--- src/rtl/logic_arb_pkg.sv ---
// Shared types and constants for the round-robin logic-unit arbiter.
package logic_arb_pkg;

   localparam int unsigned DATA_W = 16;
   localparam int unsigned SEL_W  = 3;

   localparam logic [SEL_W-1:0] OP_AND = 3'b000;
   localparam logic [SEL_W-1:0] OP_OR  = 3'b001;
   localparam logic [SEL_W-1:0] OP_XOR = 3'b010;
   localparam logic [SEL_W-1:0] OP_NOT = 3'b100;

   // Response slot state: IDLE holds nothing, FULL holds one result.
   typedef enum logic {
      IDLE = 1'b0,
      FULL = 1'b1
   } arb_state_t;

   // Operand bundle captured from the winning requester.
   typedef struct packed {
      logic [DATA_W-1:0] a;
      logic [DATA_W-1:0] b;
      logic [SEL_W-1:0]  sel;
   } op_t;

   // True for the four opcodes the logic unit implements.
   function automatic logic is_legal_op(input logic [SEL_W-1:0] sel);
      return (sel == OP_AND) || (sel == OP_OR) || (sel == OP_XOR) || (sel == OP_NOT);
   endfunction

endpackage

--- src/rtl/logic_arbiter_rr_pick.sv ---
// Combinational round-robin picker: first set request at or after ptr, with wrap.
module rr_pick #(
   parameter int unsigned NREQ = 4,
   parameter int unsigned IDW  = $clog2(NREQ)
) (
   input  logic [NREQ-1:0] req,
   input  logic [IDW-1:0]  ptr,
   output logic [NREQ-1:0] grant,
   output logic [IDW-1:0]  idx,
   output logic            any
);

   // Walk NREQ candidates starting at ptr; first hit wins.
   always_comb begin
      int unsigned cand;
      grant = '0;
      idx   = '0;
      any   = 1'b0;
      cand  = 0;
      for (int unsigned i = 0; i < NREQ; i++) begin
         cand = 32'(ptr) + i;
         if (cand >= NREQ) begin
            cand = cand - NREQ;
         end
         if (!any && req[IDW'(cand)]) begin
            any                = 1'b1;
            grant[IDW'(cand)]  = 1'b1;
            idx                = IDW'(cand);
         end
      end
   end

endmodule

--- src/rtl/logic_block.sv ---
// Shared 16-bit combinational logic unit (AND/OR/XOR/NOT); unused opcodes give 0.
module logic_block
   import logic_arb_pkg::*;
(
   input  logic [DATA_W-1:0] a,
   input  logic [DATA_W-1:0] b,
   input  logic [SEL_W-1:0]  sel,
   output logic [DATA_W-1:0] y
);

   // Opcode decode.
   always_comb begin
      y = '0;
      case (sel)
         OP_AND:  y = a & b;
         OP_OR:   y = a | b;
         OP_XOR:  y = a ^ b;
         OP_NOT:  y = ~a;
         default: y = '0;
      endcase
   end

endmodule

--- src/rtl/logic_arbiter.sv ---
// Round-robin arbiter sharing one logic_block among NREQ requesters.
// Optional illegal-opcode flagging is built when LOGIC_ARB_OPCHK_EN is defined.
module logic_arbiter
   import logic_arb_pkg::*;
#(
   parameter int unsigned NREQ = 4,
   parameter int unsigned IDW  = $clog2(NREQ)
) (
   input  logic                    clk,
   input  logic                    rst_n,
   input  logic [NREQ-1:0]         req_valid,
   output logic [NREQ-1:0]         req_ready,
   input  logic [NREQ*DATA_W-1:0]  req_a,
   input  logic [NREQ*DATA_W-1:0]  req_b,
   input  logic [NREQ*SEL_W-1:0]   req_sel,
   output logic                    rsp_valid,
   input  logic                    rsp_ready,
   output logic [DATA_W-1:0]       rsp_data,
   output logic [IDW-1:0]          rsp_id,
   output logic                    rsp_err
);

   arb_state_t        state_q;
   arb_state_t        state_d;
   logic [IDW-1:0]    ptr_q;
   logic [IDW-1:0]    ptr_d;
   logic [IDW-1:0]    id_q;
   op_t               op_q;
   op_t               win_op;
   logic [NREQ-1:0]   pick_grant;
   logic [IDW-1:0]    pick_idx;
   logic              pick_any;
   logic              slot_free;
   logic              accept;
   logic [DATA_W-1:0] lb_y;

   rr_pick #(
      .NREQ (NREQ),
      .IDW  (IDW)
   ) u_pick (
      .req   (req_valid),
      .ptr   (ptr_q),
      .grant (pick_grant),
      .idx   (pick_idx),
      .any   (pick_any)
   );

   // FSM state register; reset empties the response slot immediately.
   always_ff @(posedge clk or negedge rst_n) begin
      if (!rst_n) begin
         state_q <= IDLE;
      end else begin
         state_q <= state_d;
      end
   end

   // Next state: a grant always (re)fills the slot, a consume without grant empties it.
   always_comb begin
      state_d = state_q;
      case (state_q)
         IDLE: begin
            if (accept) begin
               state_d = FULL;
            end
         end
         FULL: begin
            if (rsp_ready && !accept) begin
               state_d = IDLE;
            end
         end
         default: state_d = IDLE;
      endcase
   end

   // FSM outputs and handshake: grant only while the slot can take a new result.
   always_comb begin
      rsp_valid = (state_q == FULL);
      slot_free = (state_q == IDLE) || rsp_ready;
      req_ready = slot_free ? pick_grant : '0;
      accept    = slot_free && pick_any;
   end

   // Operand mux for the winning requester.
   always_comb begin
      win_op = '0;
      for (int unsigned i = 0; i < NREQ; i++) begin
         if (pick_grant[i]) begin
            win_op.a   = req_a[DATA_W*i +: DATA_W];
            win_op.b   = req_b[DATA_W*i +: DATA_W];
            win_op.sel = req_sel[SEL_W*i +: SEL_W];
         end
      end
   end

   // Pointer advances past the winner, wrapping at NREQ-1 for non-power-of-two NREQ.
   always_comb begin
      ptr_d = (pick_idx == IDW'(NREQ - 1)) ? '0 : pick_idx + IDW'(1);
   end

   // Capture winner operands, ID and next pointer on accept.
   always_ff @(posedge clk or negedge rst_n) begin
      if (!rst_n) begin
         op_q  <= '0;
         id_q  <= '0;
         ptr_q <= '0;
      end else if (accept) begin
         op_q  <= win_op;
         id_q  <= pick_idx;
         ptr_q <= ptr_d;
      end
   end

   logic_block u_lb (
      .a   (op_q.a),
      .b   (op_q.b),
      .sel (op_q.sel),
      .y   (lb_y)
   );

   assign rsp_id = id_q;

`ifdef LOGIC_ARB_OPCHK_EN
   logic err_q;

   // Illegal-opcode flag travels with the captured operands.
   always_ff @(posedge clk or negedge rst_n) begin
      if (!rst_n) begin
         err_q <= 1'b0;
      end else if (accept) begin
         err_q <= !is_legal_op(win_op.sel);
      end
   end

   assign rsp_err  = err_q;
   assign rsp_data = err_q ? '0 : lb_y;
`else
   assign rsp_err  = 1'b0;
   assign rsp_data = lb_y;
`endif

endmodule

--- config.mk ---
export PLATFORM = sky130hd
export DESIGN_NAME = logic_arbiter
export DESIGN_NICKNAME = d
export VERILOG_FILES = /design/src/rtl/logic_arb_pkg.sv /design/src/rtl/logic_arbiter_rr_pick.sv /design/src/rtl/logic_block.sv /design/src/rtl/logic_arbiter.sv
export SDC_FILE = /design/constraint.sdc
export NUM_CORES = 1
export LEC_CHECK = 0
export CAP_MARGIN = 15
export CORE_UTILIZATION = 45
export CTS_CLUSTER_SIZE = 14
export DETAILED_ROUTE_END_ITERATION = 8
export PLACE_DENSITY_LB_ADDON = 0.25
export SETUP_SLACK_MARGIN = 0.05
export SKIP_CTS_REPAIR_TIMING = 1
export SLEW_MARGIN = 20
export SYNTH_ARGS = -nofsm -noshare
export SYNTH_HDL_FRONTEND = slang
export SYNTH_HIERARCHICAL = 1
export SYNTH_SLANG_ARGS = --single-unit
--- constraint.sdc ---
create_clock -name clk -period 3.6 [get_ports clk]
set_input_delay 0.36 -clock clk [delete_from_list [all_inputs] [get_ports clk]]
set_output_delay 0.36 -clock clk [all_outputs]
set_load 0.05 [all_outputs]
==> flow_summary_export.csv, run 1 <==
group,metric,value,unit
run_status,status,"finished, final reports clean",
timing,finalSetupViolations,0,
timing,drv_slew,0,
grt,grt_pass1_wl,22600,um
grt,grt_max_degree,44,
yosys,synth_most_common_cell,"inv_1",
clock_network,clockBufferDepth,2,
yosys,synth_common_cells,"inv_1 (71), a21oi_1 (70), nand2_1 (49)",
final_layout,stdcell_count,801,
critical_path,start_kind,"register",
critical_path,path_max_fanout,13,
critical_path,r2r-start,"ptr_q[0]$_DFFE_PN0P_",
timing,finalHoldViolCount,0,
floorplan,io_pins,171,
clock_network,clkLatencyLatePin,0.29,ns
timing,slew-limit-headroom,33.7,%
clock_network,htree_levels,2,
timing,grt_setup_unrepaired,"no",
yosys,synth_flop_cell,"dfrtp_1",
yosys,synth_seq_cells,40,
route,vias_per_cell,5.85,
final_layout,diodes,0,
final_layout,fill_cells,746,
final_layout,area_delta_synth_final,43.6,%
timing,fin_crit_sh,92.7,%
yosys,synth-xor-area-share,0,%
pwr,finalPower,6.61,mW
yosys,synthAdderAreaFrac,11.0,%
critical_path,crit_path_end_kind,"output port",
route,drtIter0Drc,318,
timing,setup-tns-final,0,ns
floorplan,die_area,9990,um^2
clock_network,cts.sinks,40,
yosys,synth_top_family_by_area,"compound AO/OA/AOI/OAI gates",
clock_network,cts_tree,"built",
critical_path,critPathLaunch,"ptr_q[0]$_DFFE_PN0P_",
placement,dp_hpwl,11400,um
yosys,yosysWarnings,6,
yosys,synthArstFlopShare,100,%
run,maxCapViolCount,0,
timing,fmax,300,MHz
grt,grt.overflow.total,0,
yosys,syn_inst,528,
critical_path,regToRegSetupSlack,0.40,ns
placement,portBuffers,169,
yosys,synthMuxAreaShare,4.26,%
final_layout,fin_util,66.8,%
placement,dp.cells,789,
route,drt_pass1_iterations,5,
floorplan,rows,35,
route,drc,0,
floorplan,start_util,46.5,%
floorplan,core,9280,um^2
clock_network,clk_pin_slew_worst_paths,0.08,ns
critical_path,ff2ff_path_depth,9,
yosys,yosysTopAreaCellShare,23.2,%
final_layout,drive_above_1_share,9.08,%
yosys,synth_area_leader_cell,"dfrtp_1",
pwr,power_density,1060,nW/um^2
yosys,syn_area,4320,um^2
grt,antenna_found_initial,0,
route,vias,4683,
timing,min_period,3.34,ns
critical_path,r2r_end,"op_q[23]$_DFFE_PN0P_",
timing,fin_skew,0.00603,ns
floorplan,die_y,100,um
floorplan,die_w,100,um
clock_network,cts_root_buffer,"clkbuf_8",
final_layout,fin_nets,856,
placement,placed_area,6080,um^2
timing,fin_ws,0.264,ns
yosys,synthTopCellsByArea,"dfrtp_1 (23%), ha_1 (11%), a21oi_1 (8.1%), a221o_1 (8.1%), nand3b_1 (7.3%)",
yosys,synth_cell_types,39,
grt,grt_pass1_vias,4436,
final_layout,finalInstanceArea,6200,um^2
placement,post-place-ws,0.288,ns
yosys,synth_compound_area_share,31.0,%
placement,routabilityCongestion,0.866,
timing,tightest_slew,0.994,ns
route,wl,14700,um
route,ant_nets,0,
hold_path,min_path_type,"input pin to async pin",
critical_path,cp.arrival,2.98,ns
pwr,ir_worst_vdd,658,uV
yosys,synth_simple_gate_area_share,16.5,%
yosys,ys_seq_area_share,23.2,%
pwr,p_leak,2.60,nW
critical_path,path_class,"register to output port",
route,routedWlPerCell,18.3,um
yosys,syn-num-nets,713,
critical_path,crit_required,3.24,ns
grt,gr-usage-all-layers,28.8,%
clock_network,cts_made_buffers,5,
timing,holdWs,0.199,ns
yosys,syn_area_per_cell,8.18,um^2
yosys,synth-edff-count,0,
[layout by cell type, fill, tap and decap left out, drive strengths merged]
master / netlist / routed
a211o: 1 / 1
a21oi: 70 / 70
a221o: 35 / 35
a22oi: 8 / 8
a31oi: 35 / 35
a32o: 1 / 1
and2: 5 / 5
and2b: 1 / 1
and3: 1 / 1
buf: 30 / 24
clkbuf: 23 / 6
clkdlybuf4s50: 0 / 164
clkinv: 0 / 2
conb: 1 / 1
dfrtp: 40 / 40
ha: 38 / 38
inv: 71 / 71
mux2: 5 / 5
mux2i: 3 / 3
mux4: 4 / 4
nand2: 49 / 49
nand2b: 4 / 4
nand3: 8 / 8
nand3b: 42 / 42
nor2: 7 / 7
nor2b: 4 / 4
nor3: 1 / 1
nor4: 1 / 1
nor4b: 1 / 1
o211ai: 30 / 30
o21ai: 6 / 7
o221ai: 1 / 1
o31ai: 1 / 1
or3b: 1 / 1
[kinds of logic after synthesis]
family,Yosys count
AO/OA/AOI/OAI,188
adder cells (fa/ha/maj),38
other,1
AND/OR/NAND/NOR,125
flip-flops,40
buffers and inverters,124
multiplexers,12
[flip-flops by register name, summed over array words and instances (netlist names)]
| name | flops |
|---|---|
| op_q | 35 |
| ptr_q | 2 |
| rsp_id | 2 |
| rsp_valid | 1 |
[where the power goes]
group	leakage, nW	switching, mW	internal, mW	total [mW]
combinational	2.08	3.04	2.24	5.29
sequential	0.464	0.307	0.701	1.01
clock	0.0510	0.159	0.153	0.312
total	2.60	3.51	3.10	6.61
[metal layers]
layer	up-vias	track usage, %	share of wire (%)	routed length (um)
li1	2194	-	-	-
met1	2259	39.9	42	6210
met2	203	46.0	47	6930
met3	27	4.74	7.6	1110
met4	0	9.25	2.8	411
met5	-	0	0	0
[critical path, stage by stage (launching register included)]
cell     delay (ns)
dfrtp_2        0.44
inv_1          0.08
ha_1           0.35
mux4_2         0.38
and2b_2        0.28
a22oi_1        0.49
o21ai_4        0.25
and2_1         0.24
buf_12         0.15
[how the worst max path moves through the flow]
stage	to	slack [ns]	cells after the start
floorplan	req_ready[3]	0.38	11
global placement	op_q[27]$_DFFE_PN0P_	0.36	8
detailed placement	op_q[27]$_DFFE_PN0P_	0.29	8
CTS	req_ready[2]	0.12	9
global route	req_ready[0]	0.14	9
finish	req_ready[3]	0.26	8
[final cells by class]
class,instances,area [um^2],area share [%]
multi-input cells,365,2760,44.5
flip-flops and latches,40,1000,16.2
well taps,129,161,2.60
repair buffers,188,1920,30.9
inverters,71,267,4.30
clock inverters,2,10.0,0.161
clock buffers,6,82.6,1.33
No activity file was read; power rests on OpenSTA's default activity.
==> inputs of run 2 (changes only) <==
- CORE_MARGIN: default -> 1.5
- CTS_CLUSTER_DIAMETER: default -> 80
==> run 2 against run 1 <==
  * Clock power fell by 3%
  * Via count fell by 0.73%
  * Global-route usage fell by 0.66 points
  * Sequential share of layout area rose by 0.078 points
  * Critical endpoint is now req_ready[2]
  * Largest cell class unchanged
  * Largest power group unchanged
  * Highest routed layer unchanged
==> flow_summary_export.csv, run 2 (same netlist as run 1, synthesis figures left out) <==
group,metric,value,unit
route,drtIter0Drc,241,
run_status,status,"finished, final reports clean",
run,maxCapViolCount,0,
timing,tightest_slew,0.947,ns
route,vias,4649,
critical_path,path_class,"register to output port",
placement,portBuffers,169,
grt,grt_pass1_vias,4461,
final_layout,fin_util,66.4,%
final_layout,area_delta_synth_final,42.8,%
grt,antenna_found_initial,0,
timing,finalSetupViolations,0,
timing,grt_setup_unrepaired,"no",
route,drt_pass1_iterations,6,
route,ant_nets,0,
floorplan,die_w,101,um
final_layout,multi_input_area,2750,um^2
floorplan,die_area,10200,um^2
timing,fmax,297,MHz
placement,dp.cells,789,
grt,grt_max_degree,56,
critical_path,crit_path_end_kind,"output port",
final_layout,regMostFlops,"op_q",
critical_path,cp.arrival,3.01,ns
hold_path,min_path_type,"input pin to async pin",
pwr,p_leak,2.58,nW
final_layout,drive_above_1_share,8.38,%
floorplan,start_util,46.5,%
timing,finalHoldViolCount,0,
clock_network,clk_pin_slew_worst_paths,0.09,ns
timing,min_period,3.37,ns
pwr,ir_worst_vdd,573,uV
final_layout,diodes,0,
final_layout,fin_nets,852,
final_layout,final_common_cell,"clkdlybuf4s50_1",
clock_network,cts_made_buffers,5,
clock_network,cts_root_buffer,"clkbuf_8",
clock_network,htree_levels,2,
grt,grt_pass1_wl,22600,um
critical_path,path_max_fanout,26,
placement,routabilityCongestion,0.897,
floorplan,rows,35,
timing,setup-tns-final,0,ns
final_layout,fill_cells,794,
timing,drv_slew,0,
route,drc,0,
final_layout,largest_reg_flops,35,
clock_network,clockBufferDepth,2,
timing,holdWs,0.202,ns
floorplan,io_pins,171,
clock_network,cts_tree,"built",
final_layout,stdcell_count,797,
timing,fin_crit_sh,93.5,%
pwr,power_density,1060,nW/um^2
clock_network,clkLatencyLatePin,0.30,ns
clock_network,cts.sinks,40,
floorplan,core,9280,um^2
route,routedWlPerCell,18.3,um
timing,slew-limit-headroom,36.9,%
final_layout,final_cell_mix,"clkdlybuf4s50_1 (164), inv_1 (71), a21oi_1 (70)",
placement,dp_hpwl,11400,um
route,wl,14600,um
critical_path,start_kind,"register",
grt,grt.overflow.total,0,
final_layout,seq_area,1000,um^2
critical_path,crit_required,3.24,ns
grt,gr-usage-all-layers,28.2,%
floorplan,die_y,101,um
timing,fin_skew,0.0154,ns
route,vias_per_cell,5.83,
run 2: cell types whose count changed in the layout (fill, tap and decap cells not counted), sizes merged:
cell and change:
buf -3, clkbuf -1, clkinv +1, o21ai -1
run 2: power breakdown:
group / internal (mW) / switching [mW]
sequential: 0.699 / 0.313
clock: 0.135 / 0.167
combinational: 2.20 / 3.03
total: 3.04 / 3.51
run 2: cell type report:
cell class,instances,share of cell area [%]
clock buffer,5,1.12
clock inverter,3,0.304
inverter,71,4.32
multi-input combinational,364,44.6
sequential,40,16.2
tap,129,2.62
timing repair buffer,185,30.8
run 2: final timing paths:
| path | startpoint | endpoint | slack, ns | cells past startpoint |
|---|---|---|---|---|
| max | ptr_q[1]$_DFFE_PN0P_ | req_ready[2] | 0.23 | 9 |
| min | rst_n | op_q[13]$_DFFE_PN0P_ | 0.20 | 1 |
| max reg2reg | ptr_q[1]$_DFFE_PN0P_ | op_q[20]$_DFFE_PN0P_ | 0.50 | 10 |
| min reg2reg | rsp_id[0]$_DFFE_PN0P_ | rsp_id[0]$_DFFE_PN0P_ | 0.53 | 1 |
| max in group asynchronous | rst_n | op_q[1]$_DFFE_PN0P_ | 2.80 | 1 |
| min in group clk | rsp_id[0]$_DFFE_PN0P_ | rsp_id[0]$_DFFE_PN0P_ | 0.53 | 1 |
run 2: worst max-delay path: stages, from the launching register on:
cell     delay (ns)
dfrtp_1        0.35
inv_1          0.08
ha_1           0.36
mux4_2         0.44
and2b_2        0.30
a22oi_1        0.11
o21ai_4        0.47
buf_12         0.24
and2_1         0.19
buf_12         0.14
run 2: metal layers:
metal  global-route usage (%)  wire length [um]  vias to the layer above  share of wire [%]
li1                         -                 -                     2184                  -
met1                     37.4              6070                     2207                 42
met2                     45.3              6890                      228                 47
met3                     6.80              1220                       30                8.4
met4                     8.97               372                        0                2.6
met5                        0                 0                        -                  0
run 2: stage by stage:
stage | total power [mW] | cell area [um^2] | setup WS [ns]
2_1_floorplan | 4.77 | 4320 | 0.381
3_3_place_gp | 5.98 | 6080 | 0.409
3_5_place_dp | 6.19 | 6080 | 0.291
4_1_cts | 6.50 | 6170 | 0.246
5_1_grt | 7.01 | 6170 | 0.0686
6_report | 6.54 | 6170 | 0.233
==> variant 1, RTL diff (flow settings as in run 1) <==
`NREQ` is set to 4 in 2 places; all go to 8.
--- a/src/rtl/logic_arbiter_rr_pick.sv
+++ b/src/rtl/logic_arbiter_rr_pick.sv
@@ -1,6 +1,6 @@
 // Combinational round-robin picker: first set request at or after ptr, with wrap.
 module rr_pick #(
-   parameter int unsigned NREQ = 4,
+   parameter int unsigned NREQ = 8,
    parameter int unsigned IDW  = $clog2(NREQ)
 ) (
    input  logic [NREQ-1:0] req,
--- a/src/rtl/logic_arbiter.sv
+++ b/src/rtl/logic_arbiter.sv
@@ -3,7 +3,7 @@
 module logic_arbiter
    import logic_arb_pkg::*;
 #(
-   parameter int unsigned NREQ = 4,
+   parameter int unsigned NREQ = 8,
    parameter int unsigned IDW  = $clog2(NREQ)
 ) (
    input  logic                    clk,
Ports: changed (6 resized); port bits go from 171 to 320. The function was not compared with the original's and may differ.
==> variant 1 against run 1 <==
The flow now finishes with violations (setup timing). Via count increased by 97%. Synthesized area increased by 45%. Clock skew decreased by 0.0027 ns. Non-clock buffer count increased by 300. Total power increased by 140%. Register-to-register slack got worse by 0.84 ns. Setup slack got worse by 0.71 ns. Maximum frequency decreased by 17%. Count of clock-buffer cells in the layout decreased by 1. Cell area increased by 88%. Sequential cell count increased by 2. Routed wire length increased by 130%.
==> variant 1: results <==
metrics = {
    "route": {
        "first_iter_violations": 1317,
        "drt-total-wl_mm": 33.6,
        "wl_per_cell_um": 23.7,
        "first_pass_iters": 6,
        "via_per_inst": 6.52,
    },
    "grt": {
        "grt_pass1_wl_mm": 44.5,
        "grt_use_met2": 0.675,
        "grt_max_degree": 43,
        "use_met3": 0.0779,
        "track_usage": 0.403,
        "grt_pass1_vias": 8115,
        "met1_usage": 0.525,
        "grt_antenna_before_repair": 3,
    },
    "sta": {
        "whs_ns": 0.0762,
        "relSlewSlack": 0.403,
        "tns_ns": -8.77,
        "setup_viol": 42,
        "layout_setup_ws_ns": -0.443,
        "finalClockSkew_ns": 0.00335,
    },
    "setup_path": {
        "critPathSlowestCell": "mux4_2",
        "cp_max_fo": 23,
        "critPathCapture": "op_q[5]$_DFFE_PN0P_",
        "cpPeakStageDelay_ns": 0.53,
        "critPathTopFamily": "compound AO/OA/AOI/OAI gates",
        "rr_worst_depth": 16,
        "critPathLaunchType": "flip-flop",
        "reg2reg_from": "ptr_q[0]$_DFFE_PN0P_",
    },
    "placement": {
        "placement.cell_area_um2": 10600,
        "dp.cells": 1370,
        "detailed_place_hpwl_mm": 24.2,
        "pre_cts_ws_ns": -0.640,
        "io_buffers": 318,
        "gp_congestion": 1.00,
    },
    "synthesis": {
        "ys_seq_area_frac": 0.168,
        "synth-adder-area-share": 0.0801,
        "synth_area_leaders": "dfrtp_1 17%, a221oi_1 9.7%, ha_1 8.0%",
        "synthMuxAreaShare": 0.0821,
        "postSynth.asyncResetShare": 1.00,
        "syn_nets": 1151,
        "synth_xor_area_frac": 0.00560,
        "syn_inst": 820,
        "synth_flop_cell": "dfrtp_1",
        "ys_types": 66,
        "synth_compound_area_frac": 0.344,
        "ys_top_cells_by_count": "77 x a21oi_1, 75 x inv_1, 75 x nand2_1",
        "yosysWarnings": 6,
    },
    "final_layout": {
        "drive_gt1_frac": 0.250,
        "regMostFlops": "op_q",
        "fin_nets": 1569,
        "largest_reg_flops": 35,
    },
    "clocking": {
        "path_clk_slew_ns": 0.06,
        "cts_buffers": 5,
        "htree_levels": 2,
        "cts_buffer_depth": 2,
        "cts_root_buf": "clkbuf_16",
        "insertion_delay_ns": 0.29,
    },
    "power": {
        "power.leakage_nw": 4.84,
        "irDropWorstVdd_v": 0.000899,
    },
    "status": {
        "status": "finished, violations left",
        "violations": "setup timing",
    },
}
## variant 1: cell types whose count changed after synthesis, moves of 25 or more
cell,change
nor2_1,+40
clkbuf_1,+25
a31oi_1,-26
o311ai_1,+30
o22ai_1,+35
nand2_1,+26
nor2b_1,+37
a221o_1,-31
a221oi_1,+69
## variant 1: layer usage
| layer | vias to the layer above | share of wire |
|---|---|---|
| met4 | 0 | 0.052 |
| li1 | 3935 | - |
| met3 | 170 | 0.11 |
| met2 | 786 | 0.47 |
| met5 | - | 0 |
| met1 | 4349 | 0.37 |
## variant 1: area by class of cell
cell class / instances / area, um^2
multi-input cells: 624 / 5110
fillers: 712 / 1730
clock buffers: 5 / 125
diodes: 3 / 7.51
well taps: 176 / 220
inverters: 77 / 299
repair buffers: 488 / 4850
flip-flops and latches: 42 / 1050
clock inverters: 2 / 10.0
## variant 1: power by group
group	switching, mW	total [mW]	internal (mW)
combinational	7.52	14.2	6.68
clock	0.196	0.447	0.251
sequential	0.349	1.09	0.746
total	8.07	15.7	7.67
==> variant 2, RTL diff (settings of run 1) <==
Without the edit above. The option `LOGIC_ARB_OPCHK_EN` is turned on by a define.
--- a/src/rtl/logic_arbiter.sv
+++ b/src/rtl/logic_arbiter.sv
@@ -1,5 +1,7 @@
 // Round-robin arbiter sharing one logic_block among NREQ requesters.
 // Optional illegal-opcode flagging is built when LOGIC_ARB_OPCHK_EN is defined.
+`define LOGIC_ARB_OPCHK_EN
+
 module logic_arbiter
    import logic_arb_pkg::*;
 #(
Function: changed (a bounded check fails within 4 cycles, from zero or initial values and one cycle with rst_n low).
==> variant 2 against run 1 <==
Synthesized area down 1.2%. Global-route usage fell by 0.12 points. Sequential cell count up 1. Routed wire length down 2.7%. Total power increased by 0.61%. Cell area is 0.81% lower. Count of clock-buffer cells in the layout unchanged. Setup slack lost 0.0095 ns. Register-to-register slack lost 0.10 ns. Maximum frequency down 0.28%. Clock power increased by 30%. Largest cell class unchanged.
==> variant 2: results <==
metrics = {
    "status": {
        "status": "finished, final reports clean",
    },
    "clocking": {
        "insertion_delay_ns": 0.30,
        "htree_levels": 2,
        "cts_sinks": 41,
    },
    "placement": {
        "detailed_place_hpwl_mm": 11.0,
        "io_buffers": 170,
        "placement.cell_area_um2": 6030,
        "gp_congestion": 0.903,
        "pre_cts_ws_ns": 0.160,
        "dp.cells": 774,
    },
    "grt": {
        "track_usage": 0.287,
        "grt_max_degree": 42,
        "met1_usage": 0.407,
        "grt_use_met2": 0.469,
        "use_met3": 0.0379,
        "grt_pass1_vias": 4348,
        "grt_pass1_wl_mm": 22.3,
    },
    "final_layout": {
        "n_antenna_cell": 0,
        "n_all_buffers": 189,
        "final-clk-cell-share": 0.0195,
        "inverters_excl_clock": 69,
        "drive_gt1_frac": 0.0984,
        "fin_nets": 855,
        "layout.nonclk_buf_frac": 0.305,
        "clock_buffers": 6,
        "multi_input_cells": 364,
        "seq_area_frac": 0.167,
        "post-route-util": 0.669,
        "instances_no_fill": 782,
        "fillers": 761,
        "multi_input_area_share": 0.444,
    },
    "power": {
        "power_frac_seq": 0.158,
        "p_clk_frac": 0.061,
        "irDropWorstVdd_v": 0.000526,
        "powerDensity_nw_per_um2": 1080,
        "power.leakage_nw": 2.75,
        "p_int_mw": 3.13,
    },
    "sta": {
        "worst_pin_slew_ns": 0.858,
        "finalClockSkew_ns": 0.00687,
    },
    "setup_path": {
        "cpPeakStageDelay_ns": 0.55,
        "cp_max_fo": 26,
        "cp_data_arrival_time_ns": 2.99,
        "critPathSlowestCell": "o21ai_4",
    },
    "synthesis": {
        "ys_seq_area_frac": 0.240,
        "ys_top_cells_by_count": "69 x inv_1, 65 x a21oi_1, 41 x dfrtp_1",
        "synth_compound_area_frac": 0.330,
        "synth_area_leaders": "dfrtp_1 24%, ha_1 11%, a21oi_1 7.6%",
        "synth-adder-area-share": 0.111,
        "postSynthAreaPerCell_um2": 8.24,
        "syn_nets": 703,
        "ys_types": 44,
        "synthMuxAreaShare": 0.0325,
    },
    "route": {
        "wl_met3_um": 983,
        "wl_met2_mm": 6.75,
        "wl_met1_mm": 6.40,
        "first_iter_violations": 255,
        "drt-total-wl_mm": 14.3,
    },
    "die": {
        "fp.coreArea_um2": 9200,
    },
}
## variant 2: final timing paths
check                                 startpoint  depth (start not counted)                    end  slack (ns)
min in group clk           rsp_id[1]$_DFFE_PN0P_                          2  rsp_id[1]$_DFFE_PN0P_        0.48
hold reg to reg            rsp_id[1]$_DFFE_PN0P_                          2  rsp_id[1]$_DFFE_PN0P_        0.48
max in group asynchronous                  rst_n                          1  rsp_id[1]$_DFFE_PN0P_        3.16
setup reg to reg            ptr_q[1]$_DFFE_PN0P_                         11   op_q[28]$_DFFE_PN0P_        0.30
setup / recovery            ptr_q[1]$_DFFE_PN0P_                          8           req_ready[3]        0.25
hold / removal                             rst_n                          1   op_q[29]$_DFFE_PN0P_        0.04
## variant 2: worst reg2reg max path: stages (launching register included)
cell and delay (ns):
dfrtp_1 0.39, inv_1 0.15, ha_1 0.32, mux4_2 0.44, and2b_2 0.31, a22oi_1 0.11, o21ai_4 0.38, buf_4 0.28
buf_4 0.29, a221oi_1 0.14, a211o_1 0.28, a21oi_1 0.14
